File: src/rtl/thermo_pkg.sv
// Shared constants, state encoding and helpers for the thermometer-code generator.
package thermo_pkg;

    // Thermometer width: one bit per ones-counter input.
    localparam int WIDTH = 15;

    // Count width, $clog2(WIDTH+1).
    localparam int CW = 4;

    // Handy count constants.
    localparam logic [CW-1:0] CNT_ZERO = 4'd0;
    localparam logic [CW-1:0] CNT_ONE  = 4'd1;

    // Controller states.
    typedef enum logic [1:0] {
        IDLE = 2'd0,
        FILL = 2'd1,
        DONE = 2'd2
    } state_t;

    // Reference thermometer code for a count n: (1<<n)-1, truncated to WIDTH bits.
    function automatic logic [WIDTH-1:0] therm_ref(input logic [CW-1:0] n);
        logic [WIDTH-1:0] r;
        r = {WIDTH{1'b0}};
        for (int i = 0; i < WIDTH; i++) begin
            if (i < int'(n)) begin
                r[i] = 1'b1;
            end else begin
                r[i] = 1'b0;
            end
        end
        return r;
    endfunction

    // Clamp a requested count to the thermometer width. With WIDTH=15 and
    // CW=4 this never saturates, but it keeps the block correct if WIDTH shrinks.
    function automatic logic [CW-1:0] clamp_count(input logic [CW-1:0] n);
        logic [CW-1:0] r;
        if (int'(n) > WIDTH) begin
            r = CW'(WIDTH);
        end else begin
            r = n;
        end
        return r;
    endfunction

endpackage

File: src/rtl/thermo_gen_15_shift.sv
// WIDTH-bit shift register that fills with ones from bit 0 upward.
// A synchronous clear wins over the shift enable; reset wins over both.
module thermo_gen_15_shift
    import thermo_pkg::*;
(
    input  logic             clk,
    input  logic             rst,
    input  logic             clr,
    input  logic             shift_en,
    output logic [WIDTH-1:0] q
);

    logic [WIDTH-1:0] q_r;

    // Shift register: reset/clear to zero, otherwise shift a 1 in at the LSB.
    always_ff @(posedge clk) begin
        if (rst) begin
            q_r <= {WIDTH{1'b0}};
        end else if (clr) begin
            q_r <= {WIDTH{1'b0}};
        end else if (shift_en) begin
            q_r <= {q_r[WIDTH-2:0], 1'b1};
        end else begin
            q_r <= q_r;
        end
    end

    assign q = q_r;

endmodule

File: src/rtl/thermo_gen_15.sv
// Sequential count -> thermometer decoder. Accepts a count N on a valid/ready
// handshake, shifts in one 1 per clock (pulsing unary each time), then holds
// the finished code 2^N-1 on an output valid/ready handshake. The last code
// stays on thermo after hand-off until the next count is accepted.
module thermo_gen_15
    import thermo_pkg::*;
(
    input  logic             clk,
    input  logic             rst,
    input  logic             in_valid,
    output logic             in_ready,
    input  logic [CW-1:0]    in_count,
    output logic             unary,
    output logic             busy,
    output logic             out_valid,
    input  logic             out_ready,
    output logic [WIDTH-1:0] thermo
);

    state_t          state_r;
    state_t          state_s;
    logic [CW-1:0]   rem_r;
    logic [CW-1:0]   rem_s;
    logic [CW-1:0]   req_s;
    logic            clr_s;
    logic            shift_s;

    logic            in_ready_r;
    logic            unary_r;
    logic            busy_r;
    logic            out_valid_r;

    // Next-state, remaining-count and shift-register control decode.
    always_comb begin
        state_s = state_r;
        rem_s   = rem_r;
        clr_s   = 1'b0;
        shift_s = 1'b0;
        req_s   = clamp_count(in_count);
        case (state_r)
            IDLE: begin
                if (in_valid) begin
                    clr_s = 1'b1;
                    rem_s = req_s;
                    if (req_s == CNT_ZERO) begin
                        state_s = DONE;
                    end else begin
                        state_s = FILL;
                    end
                end else begin
                    state_s = IDLE;
                end
            end
            FILL: begin
                shift_s = 1'b1;
                rem_s   = rem_r - CNT_ONE;
                if (rem_r == CNT_ONE) begin
                    state_s = DONE;
                end else begin
                    state_s = FILL;
                end
            end
            DONE: begin
                if (out_ready) begin
                    state_s = IDLE;
                end else begin
                    state_s = DONE;
                end
            end
            default: begin
                state_s = IDLE;
                rem_s   = CNT_ZERO;
            end
        endcase
    end

    // State and remaining-count registers.
    always_ff @(posedge clk) begin
        if (rst) begin
            state_r <= IDLE;
            rem_r   <= CNT_ZERO;
        end else begin
            state_r <= state_s;
            rem_r   <= rem_s;
        end
    end

    // Moore outputs, registered from the next state so they line up with state_r.
    always_ff @(posedge clk) begin
        if (rst) begin
            in_ready_r  <= 1'b1;
            unary_r     <= 1'b0;
            busy_r      <= 1'b0;
            out_valid_r <= 1'b0;
        end else begin
            in_ready_r  <= (state_s == IDLE);
            unary_r     <= (state_s == FILL);
            busy_r      <= (state_s == FILL);
            out_valid_r <= (state_s == DONE);
        end
    end

    thermo_gen_15_shift u_shift (
        .clk      (clk),
        .rst      (rst),
        .clr      (clr_s),
        .shift_en (shift_s),
        .q        (thermo)
    );

    assign in_ready  = in_ready_r;
    assign unary     = unary_r;
    assign busy      = busy_r;
    assign out_valid = out_valid_r;

endmodule

File: config.mk
export PLATFORM = sky130hd
export DESIGN_NAME = thermo_gen_15
export DESIGN_NICKNAME = d
export VERILOG_FILES = /design/src/rtl/thermo_pkg.sv /design/src/rtl/thermo_gen_15_shift.sv /design/src/rtl/thermo_gen_15.sv
export SDC_FILE = /design/constraint.sdc
export NUM_CORES = 1
export LEC_CHECK = 0
export ABC_AREA = 0
export CORE_MARGIN = 2
export CORE_UTILIZATION = 46
export DETAILED_ROUTE_END_ITERATION = 8
export HOLD_SLACK_MARGIN = 0.03
export PLACE_DENSITY = 0.73
export SLEW_MARGIN = 20
export SYNTH_ARGS = -nofsm -noshare
export SYNTH_HDL_FRONTEND = slang
export SYNTH_SLANG_ARGS = --single-unit
File: constraint.sdc
create_clock -name clk -period 1.6 [get_ports clk]
set_clock_uncertainty 0.1 [all_clocks]
set_input_delay 0.24 -clock clk [delete_from_list [all_inputs] [get_ports clk]]
set_output_delay 0.24 -clock clk [all_outputs]
set_load 0.05 [all_outputs]
## Yosys cells after proc, flatten, opt, wreduce, memory -nomap -nowiden

Index checks and enable logic that the tools add are counted.

- Input bits: 8
- Logic and storage cells: 29
- Output and inout bits: 19
- Register bits: 24

- Bitwise logic cells: 1
- Equality and inequality tests: 6
- Reduce and logical (&&, ||, !) cells: 5
- $add $sub $neg: 1
- Mux-type cells: 10

Operator list:

| operator | count |
|---|---|
| $pmux 4 s3 | 1 |
| $mux 2 | 4 |
| $pmux 2 s3 | 1 |
| $eq 2x1->1 const B | 2 |
| $eq 2x2->1 const B | 2 |
| $eq 4x1->1 const B | 1 |
| $logic_not 2->1 | 2 |
| $logic_not 4->1 | 1 |
| $mux 4 | 1 |
| $sub 4x1->4 const B | 1 |
| $mux 1 | 3 |
| $ne 2x2->1 const B | 1 |
| $reduce_and 2->1 | 1 |
| $reduce_or 2->1 | 1 |
| $not 1->1 | 1 |

## Logic depth before layout (Yosys ltp)

- Word-level depth: 5
- Gate-level depth with buffers: 5

## Hierarchy

From an unflattened synthesis, not the netlist that was laid out.

- Cell total of the unflattened synthesis: 102
- Area, all modules: 1,022.2 µm²

By module, submodules not included:

| module | cells an instance | times used | area each (µm²) |
|---|---|---|---|
| thermo_gen_15_shift | 50 | 1 | 551.8 |
| thermo_gen_15 | 52 | 1 | 470.5 |

## Least setup slack after synthesis

No wires, ideal clock.

- Path type: input-to-reg
- Start: in in_count[0]
- End: reg out_valid_r, in the netlist out_valid
- Buffers on the path: 0
- Required time: 1,426 ps
- Cell stages on the path: 3
- Path slack: 234 ps
- Data arrival time: 1,191 ps
- Cell sequence: or4_4 -> or3_1 -> a31oi_1

- Longest elaborated chain between the ends: 5

RTL lines:

| item | line | text |
|---|---|---|
| from (decl) | thermo_gen_15.sv:12 | `input logic [CW-1:0] in_count,` |
| $logic_not 4->1 | thermo_gen_15.sv:45 | `if (req_s == CNT_ZERO) begin` |
| $mux 2 | thermo_gen_15.sv:45 |  |
| $mux 2 | thermo_gen_15.sv:42 | `if (in_valid) begin` |
| $pmux 2 s3 | thermo_gen_15.sv:40 | `case (state_r)` |
| $eq 2x2->1 | thermo_gen_15.sv:99 | `out_valid_r <= (state_s == DONE);` |
| to (signal assigned) | thermo_gen_15.sv:99 |  |
| to (decl) | thermo_gen_15.sv:31 | `logic out_valid_r;` |

No other way between the ends.
A chain may end at the register's enable or synchronous reset.

## Worst setup path in the final report

- Start: in in_count[0]
- End: reg state_r[1]

- Longest elaborated chain between the ends: 4

RTL lines:

| item | line | text |
|---|---|---|
| $logic_not 4->1 | thermo_gen_15.sv:45 |  |
| $mux 2 | thermo_gen_15.sv:45 |  |
| $mux 2 | thermo_gen_15.sv:42 |  |
| $pmux 2 s3 | thermo_gen_15.sv:40 |  |
| to (signal assigned) | thermo_gen_15.sv:83 | `state_r <= state_s;` |
| to (decl) | thermo_gen_15.sv:20 | `state_t state_r;` |

No other way between the ends.

==> flow_metrics.env <==
export IMPL_cts_root_buf="clkbuf_4"
export IMPL_syn_nets=128
export IMPL_syn_avg_cell_area_um2=8.29
export IMPL_grt_max_degree=15
export IMPL_ys_seq_elements=24
export IMPL_crit_type="in -> reg"
export IMPL_routed_wl_mm=2.12
export IMPL_die_area_um2=2510
export IMPL_clk_pin_slew_ns=0.13
export IMPL_io_buffers=26
export IMPL_vias=932
export IMPL_fmax_mhz=658
export IMPL_crit_start="in_count[0]"
export IMPL_wire_per_inst_um=11.8
export IMPL_critical_path_required_ns=1.75
export IMPL_start_util_pct=49.4
export IMPL_dr_pass1_iters=4
export IMPL_pin_count=27
export IMPL_cts_buffer_depth=2
export IMPL_layout_common_cells="nand2_1 (29), dfxtp_1 (24), buf_4 (23)"
export IMPL_clock_latency_ns=0.31
export IMPL_leakagePower_nw=0.542
export IMPL_rsz0062_at_grt="no"
export IMPL_finalCritPeriodShare_pct=95.0
export IMPL_worstMarginPinSlew_ns=0.391
export IMPL_nets=163
export IMPL_ys_warn_count=0
export IMPL_grt_total_usage_pct=18.7
export IMPL_status="complete, no violations"
export IMPL_final_common_cell="nand2_1"
export IMPL_utilization_pct=71.3
export IMPL_cellPowerDensity_nw_per_um2=942
export IMPL_worstPathMaxFanout=2
export IMPL_endpoint_kind="flop"
export IMPL_hp_class="reg -> reg"
export IMPL_grt_pass1_vias=852
export IMPL_cts_setup_buffers=0
export IMPL_drive_above_1_share_pct=23.0
export IMPL_drv_cap=0
export IMPL_synthCells=118
export IMPL_hpwl_mm=1.56
export IMPL_ctsResizeCount=0
export IMPL_finalHoldViolations=0
export IMPL_num_fill_cells=154
export IMPL_drc=0
export IMPL_synth_cell_type_count=29
export IMPL_gp_congestion=0.897
export IMPL_cts_buffers_inserted=3
export IMPL_cts_tree="yes"
export IMPL_period_needed_ns=1.52
export IMPL_grt_pass1_wl_mm=3.68
export IMPL_die_h_um=50.1
export IMPL_regToRegStartpoint="state_r[0]$_SDFF_PP0_"
export IMPL_ctsHoldBuffers=0
export IMPL_yosys_top_cells_area="dfxtp_1 (49%), nand2_1 (11%), a21oi_1 (9.2%)"
export IMPL_yosysTopAreaCellShare_pct=49.1
export IMPL_gr_total_overflow=0
export IMPL_die_w_um=50.1
export IMPL_start_kind="input pin"
export IMPL_ys_seq_area_share_pct=49.1
export IMPL_antenna_found_initial=0
export IMPL_max_slew_margin_pct=73.9
export IMPL_clock_sinks=24
export IMPL_final_antenna_net_count=0
export IMPL_drt_iter0_drc=25
export IMPL_area_delta_synth_final_pct=44.5
export IMPL_min_from="u_shift.q[14]$_SDFFE_PP0N_"
export IMPL_yosys_area_top_type="dfxtp_1"
export IMPL_setup_viol=0
export IMPL_ir_drop_v=0.000545
export IMPL_arrival_ns=1.67
export IMPL_synth_area_um2=978
export IMPL_coreArea_um2=1980
export IMPL_antenna_cells=0
export IMPL_drv_slew=0
export IMPL_p_total_w=0.00133
export IMPL_vias_per_cell=5.21
export IMPL_rows=16
export IMPL_ctsHtreeMaxLevel=1
==> power breakdown <==
part | switching (W) | internal [W]
sequential | 0.0000285 | 0.000624
combinational | 0.000139 | 0.000101
clock | 0.000186 | 0.000253
==> flip-flops by register name, summed over array words and instances, names as in the netlist <==
| signal | cells |
|---|---|
| busy | 1 |
| in_ready | 1 |
| out_valid | 1 |
| rem_r | 4 |
| state_r | 2 |
| u_shift.q | 15 |
==> metrics by stage <==
stage	TNS [ns]	hold slack, ns	setup slack, ns	cell area [um2]	instances
global route	0	0.382	0.0161	1410	179
finish	0	0.363	0.0804	1410	179
detailed placement	-0.974	0.348	-0.268	1360	175
CTS	0	0.366	0.0836	1410	179
floorplan	0	0.312	0.234	978	118
global placement	-1.03	0.346	-0.231	1360	175
==> cell type report <==
cell class	count	area, um2	share of cell area, %
Tap cell	27	33.8	2.39
Clock buffer	3	22.5	1.59
Inverter	6	22.5	1.59
Clock inverter	1	30.0	2.12
Timing Repair Buffer	37	383	27.1
Sequential cell	24	480	34.0
Multi-Input combinational cell	81	442	31.2
==> worst max-delay path: stages <==
cell and delay, ns:
clkdlybuf4s50_1 0.42, or4_4 0.54, or3_1 0.34, a31oi_1 0.13
==> cells by family after synthesis <==
kind of cell / count (synthesis) / share of synthesized area, %
mux: 1 / 1.02
flops: 24 / 49.1
compound gates: 29 / 17.8
buf+inv: 13 / 5.75
simple gates: 49 / 23.8
fa+ha+maj: 2 / 2.56
==> Yosys cell counts <==
cell and number:
nor2b_1 3, a21oi_1 18, a31oi_1 2, buf_2 3
clkbuf_1 3, dfxtp_1 24, o311ai_0 1, o221ai_1 1
a2bb2oi_1 1, a2111oi_0 1, nor2_1 3, a32oi_1 1
or4_1 1, or4_4 1, buf_4 1, a21o_1 1
or3_1 4, o21bai_1 1, nand4_1 1, nand2b_1 2
inv_1 6, nand4b_1 1, nor3b_1 1, nand2_1 29
nor3_1 3, ha_1 2, o211ai_1 1, mux2i_1 1
o21ai_0 1
==> layer usage <==
layer | vias to the layer above | share of wire (%) | track usage (%)
li1 | 472 | - | -
met1 | 437 | 48 | 27.0
met2 | 23 | 47 | 28.1
met3 | 0 | 5.1 | 3.33
met4 | 0 | 0 | 5.56
met5 | - | 0 | 0
==> worst paths after layout <==
| kind | to | slack, ns | depth (start not counted) |
|---|---|---|---|
| setup / recovery | state_r[1]$_SDFF_PP0_ | 0.08 | 4 |
| hold reg to reg | u_shift.q[14]$_SDFFE_PP0N_ | 0.36 | 2 |
| setup reg to reg | rem_r[3]$_SDFFE_PP0P_ | 0.12 | 3 |
| hold / removal | u_shift.q[14]$_SDFFE_PP0N_ | 0.36 | 2 |
(Power assumes the default switching activity.)
